File: src/rtl/gray_pkg.sv
// ---------------------------------------------------------------------------
// gray_pkg : Gray decode helpers and shared limits for the Gray receive path
// Revision : 1.0
// ---------------------------------------------------------------------------
`default_nettype none

package gray_pkg;

   localparam int SYNC_MIN  = 2;
   localparam int GRAY_MAXW = 32;

   // Zero-extended inputs decode correctly: leading zeros leave the prefix XOR untouched.
   function automatic logic [GRAY_MAXW-1:0] gray2bin(input logic [GRAY_MAXW-1:0] g);
      logic [GRAY_MAXW-1:0] b;
      b[GRAY_MAXW-1] = g[GRAY_MAXW-1];
      for (int i = GRAY_MAXW-2; i >= 0; i--) begin
         b[i] = b[i+1] ^ g[i];
      end
      return b;
   endfunction

   function automatic logic popcount_gt1(input logic [GRAY_MAXW-1:0] x);
      return (x & (x - GRAY_MAXW'(1))) != '0;
   endfunction

endpackage

`default_nettype wire

File: src/rtl/sync_chain.sv
// ---------------------------------------------------------------------------
// sync_chain : plain multi-flop resynchroniser for a bus arriving from another clock
// Revision   : 1.0
// ---------------------------------------------------------------------------
`default_nettype none

module sync_chain #(
   parameter int WIDTH  = 4,
   parameter int STAGES = 2
) (
   input  logic             clk,
   input  logic             rst_n,
   input  logic [WIDTH-1:0] d,
   output logic [WIDTH-1:0] q
);

   logic [WIDTH-1:0] stage_q [STAGES];

   always_ff @(posedge clk or negedge rst_n) begin
      if (!rst_n) begin
         for (int i = 0; i < STAGES; i++) begin
            stage_q[i] <= '0;
         end
      end else begin
         stage_q[0] <= d;
         for (int i = 1; i < STAGES; i++) begin
            stage_q[i] <= stage_q[i-1];
         end
      end
   end

   assign q = stage_q[STAGES-1];

endmodule

`default_nettype wire

File: src/rtl/gray_binary_rx.sv
// ---------------------------------------------------------------------------
// gray_binary_rx : resynchronise a foreign Gray bus, decode to binary, flag illegal steps
// Revision       : 1.0
// ---------------------------------------------------------------------------
`default_nettype none

module gray_binary_rx
   import gray_pkg::*;
#(
   parameter int SIZE        = 4,
   parameter int SYNC_STAGES = 2,
   parameter int ERR_W       = 8
) (
   input  logic             clk,
   input  logic             rst_n,
   input  logic [SIZE-1:0]  gray_in,
   input  logic             clear_err,
   output logic [SIZE-1:0]  bin_out,
   output logic             bin_valid,
   output logic [SIZE-1:0]  bin_delta,
   output logic             step_err,
   output logic             sticky_err,
   output logic [ERR_W-1:0] err_count
);

   if (SYNC_STAGES < SYNC_MIN) begin : g_chk_sync
      $error("gray_binary_rx: SYNC_STAGES must be at least %0d", SYNC_MIN);
   end

   if (SIZE < 2 || SIZE > GRAY_MAXW) begin : g_chk_size
      $error("gray_binary_rx: SIZE must be in 2..%0d", GRAY_MAXW);
   end

   logic [SIZE-1:0]      g_s;
   logic [SIZE-1:0]      g_prev_q;
   logic [SIZE-1:0]      bin_q, bin_d;
   logic [SIZE-1:0]      delta_q, delta_d;
   logic                 valid_q;
   logic                 step_err_q, step_err_d;
   logic                 sticky_q, sticky_d;
   logic [ERR_W-1:0]     err_cnt_q, err_cnt_d;
   logic [GRAY_MAXW-1:0] g_ext, diff_ext, b_ext;
   logic                 changed;
   logic                 pad_unused;

   sync_chain #(
      .WIDTH  (SIZE),
      .STAGES (SYNC_STAGES)
   ) u_sync (
      .clk   (clk),
      .rst_n (rst_n),
      .d     (gray_in),
      .q     (g_s)
   );

   always_comb begin
      g_ext                = '0;
      g_ext[SIZE-1:0]      = g_s;
      diff_ext             = '0;
      diff_ext[SIZE-1:0]   = g_s ^ g_prev_q;
   end

   assign b_ext      = gray2bin(g_ext);
   assign pad_unused = ^b_ext;
   assign bin_d      = b_ext[SIZE-1:0];
   assign changed    = (g_s != g_prev_q);

   always_comb begin
      delta_d    = bin_d - bin_q;
      step_err_d = changed && popcount_gt1(diff_ext);
      err_cnt_d  = err_cnt_q;
      sticky_d   = sticky_q;
      // A clear on the same edge as an error wins; the error pulse itself still goes out.
      if (clear_err) begin
         err_cnt_d = '0;
         sticky_d  = 1'b0;
      end else if (step_err_d) begin
         sticky_d = 1'b1;
         if (err_cnt_q != '1) begin
            err_cnt_d = err_cnt_q + ERR_W'(1);
         end
      end
   end

   always_ff @(posedge clk or negedge rst_n) begin
      if (!rst_n) begin
         g_prev_q   <= '0;
         bin_q      <= '0;
         delta_q    <= '0;
         valid_q    <= 1'b0;
         step_err_q <= 1'b0;
         sticky_q   <= 1'b0;
         err_cnt_q  <= '0;
      end else begin
         valid_q    <= changed;
         step_err_q <= step_err_d;
         sticky_q   <= sticky_d;
         err_cnt_q  <= err_cnt_d;
         if (changed) begin
            g_prev_q <= g_s;
            bin_q    <= bin_d;
            delta_q  <= delta_d;
         end
      end
   end

   assign bin_out    = bin_q;
   assign bin_valid  = valid_q;
   assign bin_delta  = delta_q;
   assign step_err   = step_err_q;
   assign sticky_err = sticky_q;
   assign err_count  = err_cnt_q;

endmodule

`default_nettype wire

File: config.mk
export PLATFORM = sky130hd
export DESIGN_NAME = gray_binary_rx
export DESIGN_NICKNAME = d
export VERILOG_FILES = /design/src/rtl/gray_pkg.sv /design/src/rtl/sync_chain.sv /design/src/rtl/gray_binary_rx.sv
export SDC_FILE = /design/constraint.sdc
export NUM_CORES = 1
export LEC_CHECK = 0
export CORE_UTILIZATION = 25
export DETAILED_ROUTE_END_ITERATION = 10
export HOLD_SLACK_MARGIN = 0.05
export PLACE_DENSITY = 0.47
export SYNTH_ARGS = -nofsm -noshare
export SYNTH_HDL_FRONTEND = slang
export SYNTH_HIERARCHICAL = 1
export SYNTH_SLANG_ARGS = --single-unit
export TNS_END_PERCENT = 1
File: constraint.sdc
create_clock -name clk -period 3.15 [get_ports clk]
set_input_delay 0.63 -clock clk [delete_from_list [all_inputs] [get_ports clk]]
set_output_delay 0.63 -clock clk [all_outputs]
set_load 0.01 [all_outputs]
==> impl_metrics.ini, run 1 <==
[global_routing]
grt_antenna_before_repair = 0
grt-ovfl-total = 0
grt_pass1_vias = 790
grt_pass1_wl_um = 3800
grt.total_usage_pct = 9.44
grt_max_degree = 31

[setup_path]
worstPathArrival_ns = 2.54
critPathMostFrequentCell = xor2_1
path_max_fanout = 4
rr_worst_depth = 9
cp.required_ns = 3.32
worst_path_max_delay_cell = xnor2_1
startpoint_type = register
rrSetupSlack_ns = 0.78
crit_buf_inv = 1
reg2reg_from = u_sync/q[2]
slowest_delay_ns = 0.42
path_cells = xor2_1 -> xnor2_1 -> xor2_1 -> ha_1 -> inv_1 -> a21o_1 -> a21oi_1 -> xor2_1 -> mux2_1
reg2reg_to = bin_delta[3]
critical_path_class = reg -> reg
cp-end-kind = register
crit_family = XOR/XNOR gates

[timing]
clock.fmax_ghz = 0.422
rsz0062_at_grt = false
relSlewSlack_pct = 60.2
fin_skew_ns = 0.00980
drv_slew = 0
tns_ns = 0
setup_viol = 0
post-route-period-util_pct = 75.2
hold_violations = 0
max_slew.worst_pin.slew_ns = 0.595
period_needed_ns = 2.37

[clocking]
clk_latency_ns = 0.28
cts_buffers = 5
clk_path_buf_depth = 2
post_cts.repair.setup_buffers = 0
clkSinkCount = 30
cts_hold_buf = 0
cts-htree-levels = 2
clkTransAtPathRegs_ns = 0.07
cts_resized = 0
cts_tree = yes
clockRootBuffer = clkbuf_8

[hold_path]
worstHoldStart = u_sync/stage_q[7]
hold_end = u_sync/q[3]
hp-class = reg -> reg
hold-path-cell-count = 0

[final_layout]
n_antenna_cell = 0
syn2layout_area_growth_pct = 29.3
final_util_pct = 33.9
final_nets = 145
drive_gt1_share_pct = 12.7
final_cell_area_um2 = 1740

[floorplan]
fp-row-count = 26
fp.dieW_um = 75.4
start_util_pct = 26.2
fp.coreArea_um2 = 5140
die_h_um = 75.4
io_pins = 26
die-area_um2 = 5680

[run]
maxCapViolCount = 0

[yosys]
synth_adder_area_share_pct = 5.20
synth_top_area_share_pct = 55.8
synth-xor-area-share_pct = 8.92
synthesis.area_um2 = 1350
syn_nets = 123
synth_area_leaders = dfrtp_1, xor2_1, ha_1
ys_ff_latch = 30
synth_area_leader_cell = dfrtp_1
synthSimpleGateAreaFrac_pct = 13.1
ys_seq_area_share_pct = 55.8
synth_compound_area_share_pct = 7.90
synth_top_family_by_area = simple AND/OR/NAND/NOR gates
synth_mux_area_share_pct = 3.16
syn_area_per_cell_um2 = 12.1
synthCells = 111
synth.distinct_cells = 31
yosysWarnings = 6

[routing]
drt-initial-drc-count = 43
wl_um = 2270
ant_nets = 0
wire_per_inst_um = 11.1
drc_errors = 0
vias_per_cell = 4.06
vias = 828
firstDrtPassIters = 4

[placed_design]
dpl.hpwl_um = 1660
dpl_cell_area_um2 = 1630
io_buffers = 25
gp_routability_congestion = 0.732

[power_and_ir_drop]
power_density_nw_per_um2 = 622
ir_drop_uv = 205
leakage_nw = 0.734

[outcome]
status = finished, final reports clean
-- logic make-up after synthesis --
| group | Yosys count |
|---|---|
| AOI/OAI and AO/OA | 15 |
| xor gates and xnor gates | 12 |
| adders and majority gates | 5 |
| buffers and inverters | 16 |
| DFF | 30 |
| muxes | 4 |
| and+or+nand+nor | 29 |
-- flip-flops by register name, indices dropped and copies added, names as in the netlist --
name	flops
step_err	1
bin_delta	4
err_count	8
bin_valid	1
u_sync/q	4
u_sync/stage_q	4
bin_out	4
sticky_err	1
g_prev_q	3
-- through the flow --
stage / hold WS [ns] / total power, mW / setup WS [ns] / cells
after floorplan: 0.331 / 0.607 / 0.926 / 111
after global placement: 0.333 / 0.725 / 0.900 / 196
after detailed placement: 0.336 / 0.732 / 0.760 / 196
after CTS: 0.350 / 1.10 / 0.751 / 204
after global routing: 0.359 / 1.15 / 0.565 / 204
final: 0.349 / 1.08 / 0.781 / 204
-- final cells by class --
| cell class | count | area, um2 |
|---|---|---|
| inverter | 5 | 18.8 |
| fill | 549 | 3400 |
| timing repair buffer | 26 | 258 |
| tap | 70 | 87.6 |
| multi-input combinational | 65 | 515 |
| clock buffer | 8 | 110 |
| sequential | 30 | 751 |
-- where the power goes --
group          leakage (nW)  internal [mW]  switching (mW)
Clock                0.0575          0.220           0.143
Combinational         0.313          0.137           0.113
Sequential            0.363          0.436          0.0334
Total                 0.734          0.793           0.290
-- synth_stat cells --
master    count
ha_1          4
nor4_1        1
a211oi_2      2
nor2_1       13
a21o_1        2
xnor2_1       4
clkbuf_1      5
and2_1        1
xor2_1        6
nand4_1       1
nand3_1       2
buf_2         1
mux2i_1       2
and3b_1       1
inv_1         5
fa_1          1
a211oi_1      1
xor2_2        2
a41oi_1       1
mux2_1        2
nor3_1        1
nor4b_4       1
buf_4         5
a21oi_1       8
or4_1         1
nor3_2        2
dfrtp_1      30
and3_1        1
a41o_1        1
nor3_4        1
nand2_1       3
-- per-layer routing --
metal  vias up  GRT usage [%]  wire length [um]
li1        409              -                 -
met1       398           11.9              1030
met2        16           13.7              1070
met3         5           4.37               123
met4         0           4.53                42
met5         -              0                 0
-- worst max path at each step --
stage                 from            to  slack, ns  cells after the start
2_1_floorplan  u_sync/q[2]  bin_delta[3]       0.93                     10
3_3_place_gp   u_sync/q[3]  bin_delta[3]       0.90                      9
3_5_place_dp   u_sync/q[3]  bin_delta[3]       0.76                      9
4_1_cts        u_sync/q[3]  bin_delta[3]       0.75                      9
5_1_grt        u_sync/q[3]  bin_delta[3]       0.56                      9
6_report       u_sync/q[2]  bin_delta[3]       0.78                      9
-- layout by cell type (no fill, tap or decap), drive strengths merged --
| cell | n |
|---|---|
| nor2 | 13 |
| dfrtp | 30 |
| a21oi | 8 |
| a211oi | 3 |
| mux2i | 2 |
| nor4b | 1 |
| nor4 | 1 |
| nand2 | 3 |
| a21o | 2 |
| mux2 | 2 |
| nand4 | 1 |
| and2 | 1 |
| and3 | 1 |
| inv | 5 |
| nor3 | 4 |
| and3b | 1 |
| nand3 | 2 |
| xnor2 | 4 |
| clkbuf | 8 |
| a41o | 1 |
| fa | 1 |
| or4 | 1 |
| xor2 | 8 |
| ha | 4 |
| a41oi | 1 |
| buf | 1 |
| clkdlybuf4s50 | 25 |
(Power assumes the default switching activity.)
==> run 2: changes to the inputs <==
- clock period: 3.15 -> 2.23 ns (I/O delays scaled with it)
==> run 2 against run 1 <==
Against the previous run: register-to-register slack got worse by 0.67 ns; largest power group unchanged; combinational power up 52%; via count is 5.4% higher; critical endpoint unchanged; critical path type unchanged; highest routed layer unchanged; sequential cell count unchanged; critical path depth unchanged.
==> impl_metrics.ini, run 2 (synthesized netlist as in run 1, its figures left out) <==
[outcome]
status = finished, final reports clean

[floorplan]
fp.coreArea_um2 = 5140
fp.dieW_um = 75.4
io_pins = 26
fp-row-count = 26
start_util_pct = 26.2
die_h_um = 75.4
die-area_um2 = 5680

[routing]
drc_errors = 0
firstDrtPassIters = 4
ant_nets = 0
vias_per_cell = 4.14
wl_um = 2320
vias = 873
wire_per_inst_um = 11.0
drt-initial-drc-count = 43

[clocking]
cts_tree = yes
clk_path_buf_depth = 2
cts-htree-levels = 2
clockRootBuffer = clkbuf_8
clkSinkCount = 30
clk_latency_ns = 0.28
cts_hold_buf = 0
cts_buffers = 5
clkTransAtPathRegs_ns = 0.06

[final_layout]
final_cell_area_um2 = 1800
final_nets = 152
final_cells = 211
largest_reg_flops = 8
layout_commonest_cell = dfrtp_1
syn2layout_area_growth_pct = 33.9
most-common-layout-cells = dfrtp_1, clkdlybuf4s50_1, nor2_1
n_antenna_cell = 0
final_util_pct = 35.1
drive_gt1_share_pct = 19.9

[global_routing]
grt_pass1_wl_um = 3760
grt_antenna_before_repair = 0
grt_max_degree = 31
grt-ovfl-total = 0
grt_pass1_vias = 815
grt.total_usage_pct = 9.50

[setup_path]
startpoint_type = register
setup.worst_path.start = u_sync/q[3]
rrSetupSlack_ns = 0.11
critical_path_class = reg -> reg
reg2reg_from = u_sync/q[3]
cp.required_ns = 2.39
path_max_fanout = 3
cp-end-kind = register
worstPathArrival_ns = 2.28

[timing]
clock.fmax_ghz = 0.473
max_slew.worst_pin.slew_ns = 0.384
post-route-period-util_pct = 94.9
period_needed_ns = 2.12
setup_slack_ns = 0.114
setup_viol = 0
relSlewSlack_pct = 74.4
fin_skew_ns = 0.00653
drv_slew = 0
hold_violations = 0

[power_and_ir_drop]
p_int_mw = 1.08
p_sw_uw = 408
seqPwrFrac_pct = 44.6
swShare_pct = 27.5
ir_drop_uv = 304
leakage_nw = 0.765
combPwrFrac_pct = 25.6
power_density_nw_per_um2 = 823
total_power_mw = 1.48
p_clk_share_pct = 29.8

[placed_design]
gp_routability_congestion = 0.755
io_buffers = 25
dpl_cell_area_um2 = 1670
pre_cts_ws_ns = -0.0171
placed_cells = 201
dpl.hpwl_um = 1690

[hold_path]
worstHoldStart = u_sync/stage_q[7]
hp-class = reg -> reg

[run]
maxCapViolCount = 0
## run 2: critical path, cell delays in order (launching register included)
cell     delay [ns]
dfrtp_1        0.40
xor2_2         0.20
xnor2_2        0.28
xor2_2         0.19
ha_2           0.21
inv_1          0.04
a21o_1         0.17
a21oi_2        0.14
xor2_1         0.07
mux2_1         0.30
## run 2: final cells by class
| cell class | instances | area (um2) |
|---|---|---|
| Fill cell | 540 | 3340 |
| Inverter | 5 | 18.8 |
| Timing Repair Buffer | 33 | 310 |
| Sequential cell | 30 | 751 |
| Multi-Input combinational cell | 65 | 544 |
| Clock buffer | 7 | 86.3 |
| Tap cell | 70 | 87.6 |
| Clock inverter | 1 | 5.00 |
## run 2: power groups by stage
stage	registers (mW)	logic [mW]	clock network, mW
after floorplan	0.695	0.162	0
after global placement	0.672	0.364	0
after detailed placement	0.675	0.369	0
after CTS	0.666	0.375	0.460
after global routing	0.673	0.419	0.484
final	0.662	0.380	0.442
## run 2: worst paths after layout
kind / end / depth (start not counted)
max reg2reg: bin_delta[3] / 9
max: bin_delta[3] / 9
min: u_sync/q[3] / 0
min reg2reg: u_sync/q[3] / 0
min in group asynchronous: sticky_err / 2
max in group asynchronous: u_sync/q[3] / 2
## run 2: per-stage QoR
step,TNS (ns),hold slack (ns)
after floorplan,0,0.150
after global placement,0,0.332
after detailed placement,-0.0171,0.336
after CTS,0,0.349
after global routing,-0.00532,0.356
final,0,0.348
## run 2: routing by layer
metal,up-vias,wire (um),track usage [%]
met5,-,0,0
met1,429,989,10.5
met3,5,129,4.50
li1,421,-,-
met2,18,1160,15.3
met4,0,42,4.94
## run 2: what timing repair did
item / 4_1_cts / 5_1_grt
pin swaps: 0 / 4
resized for setup: 2 / 3
setup buffers: 0 / 2
endpoints found under the setup margin: 1 / 1
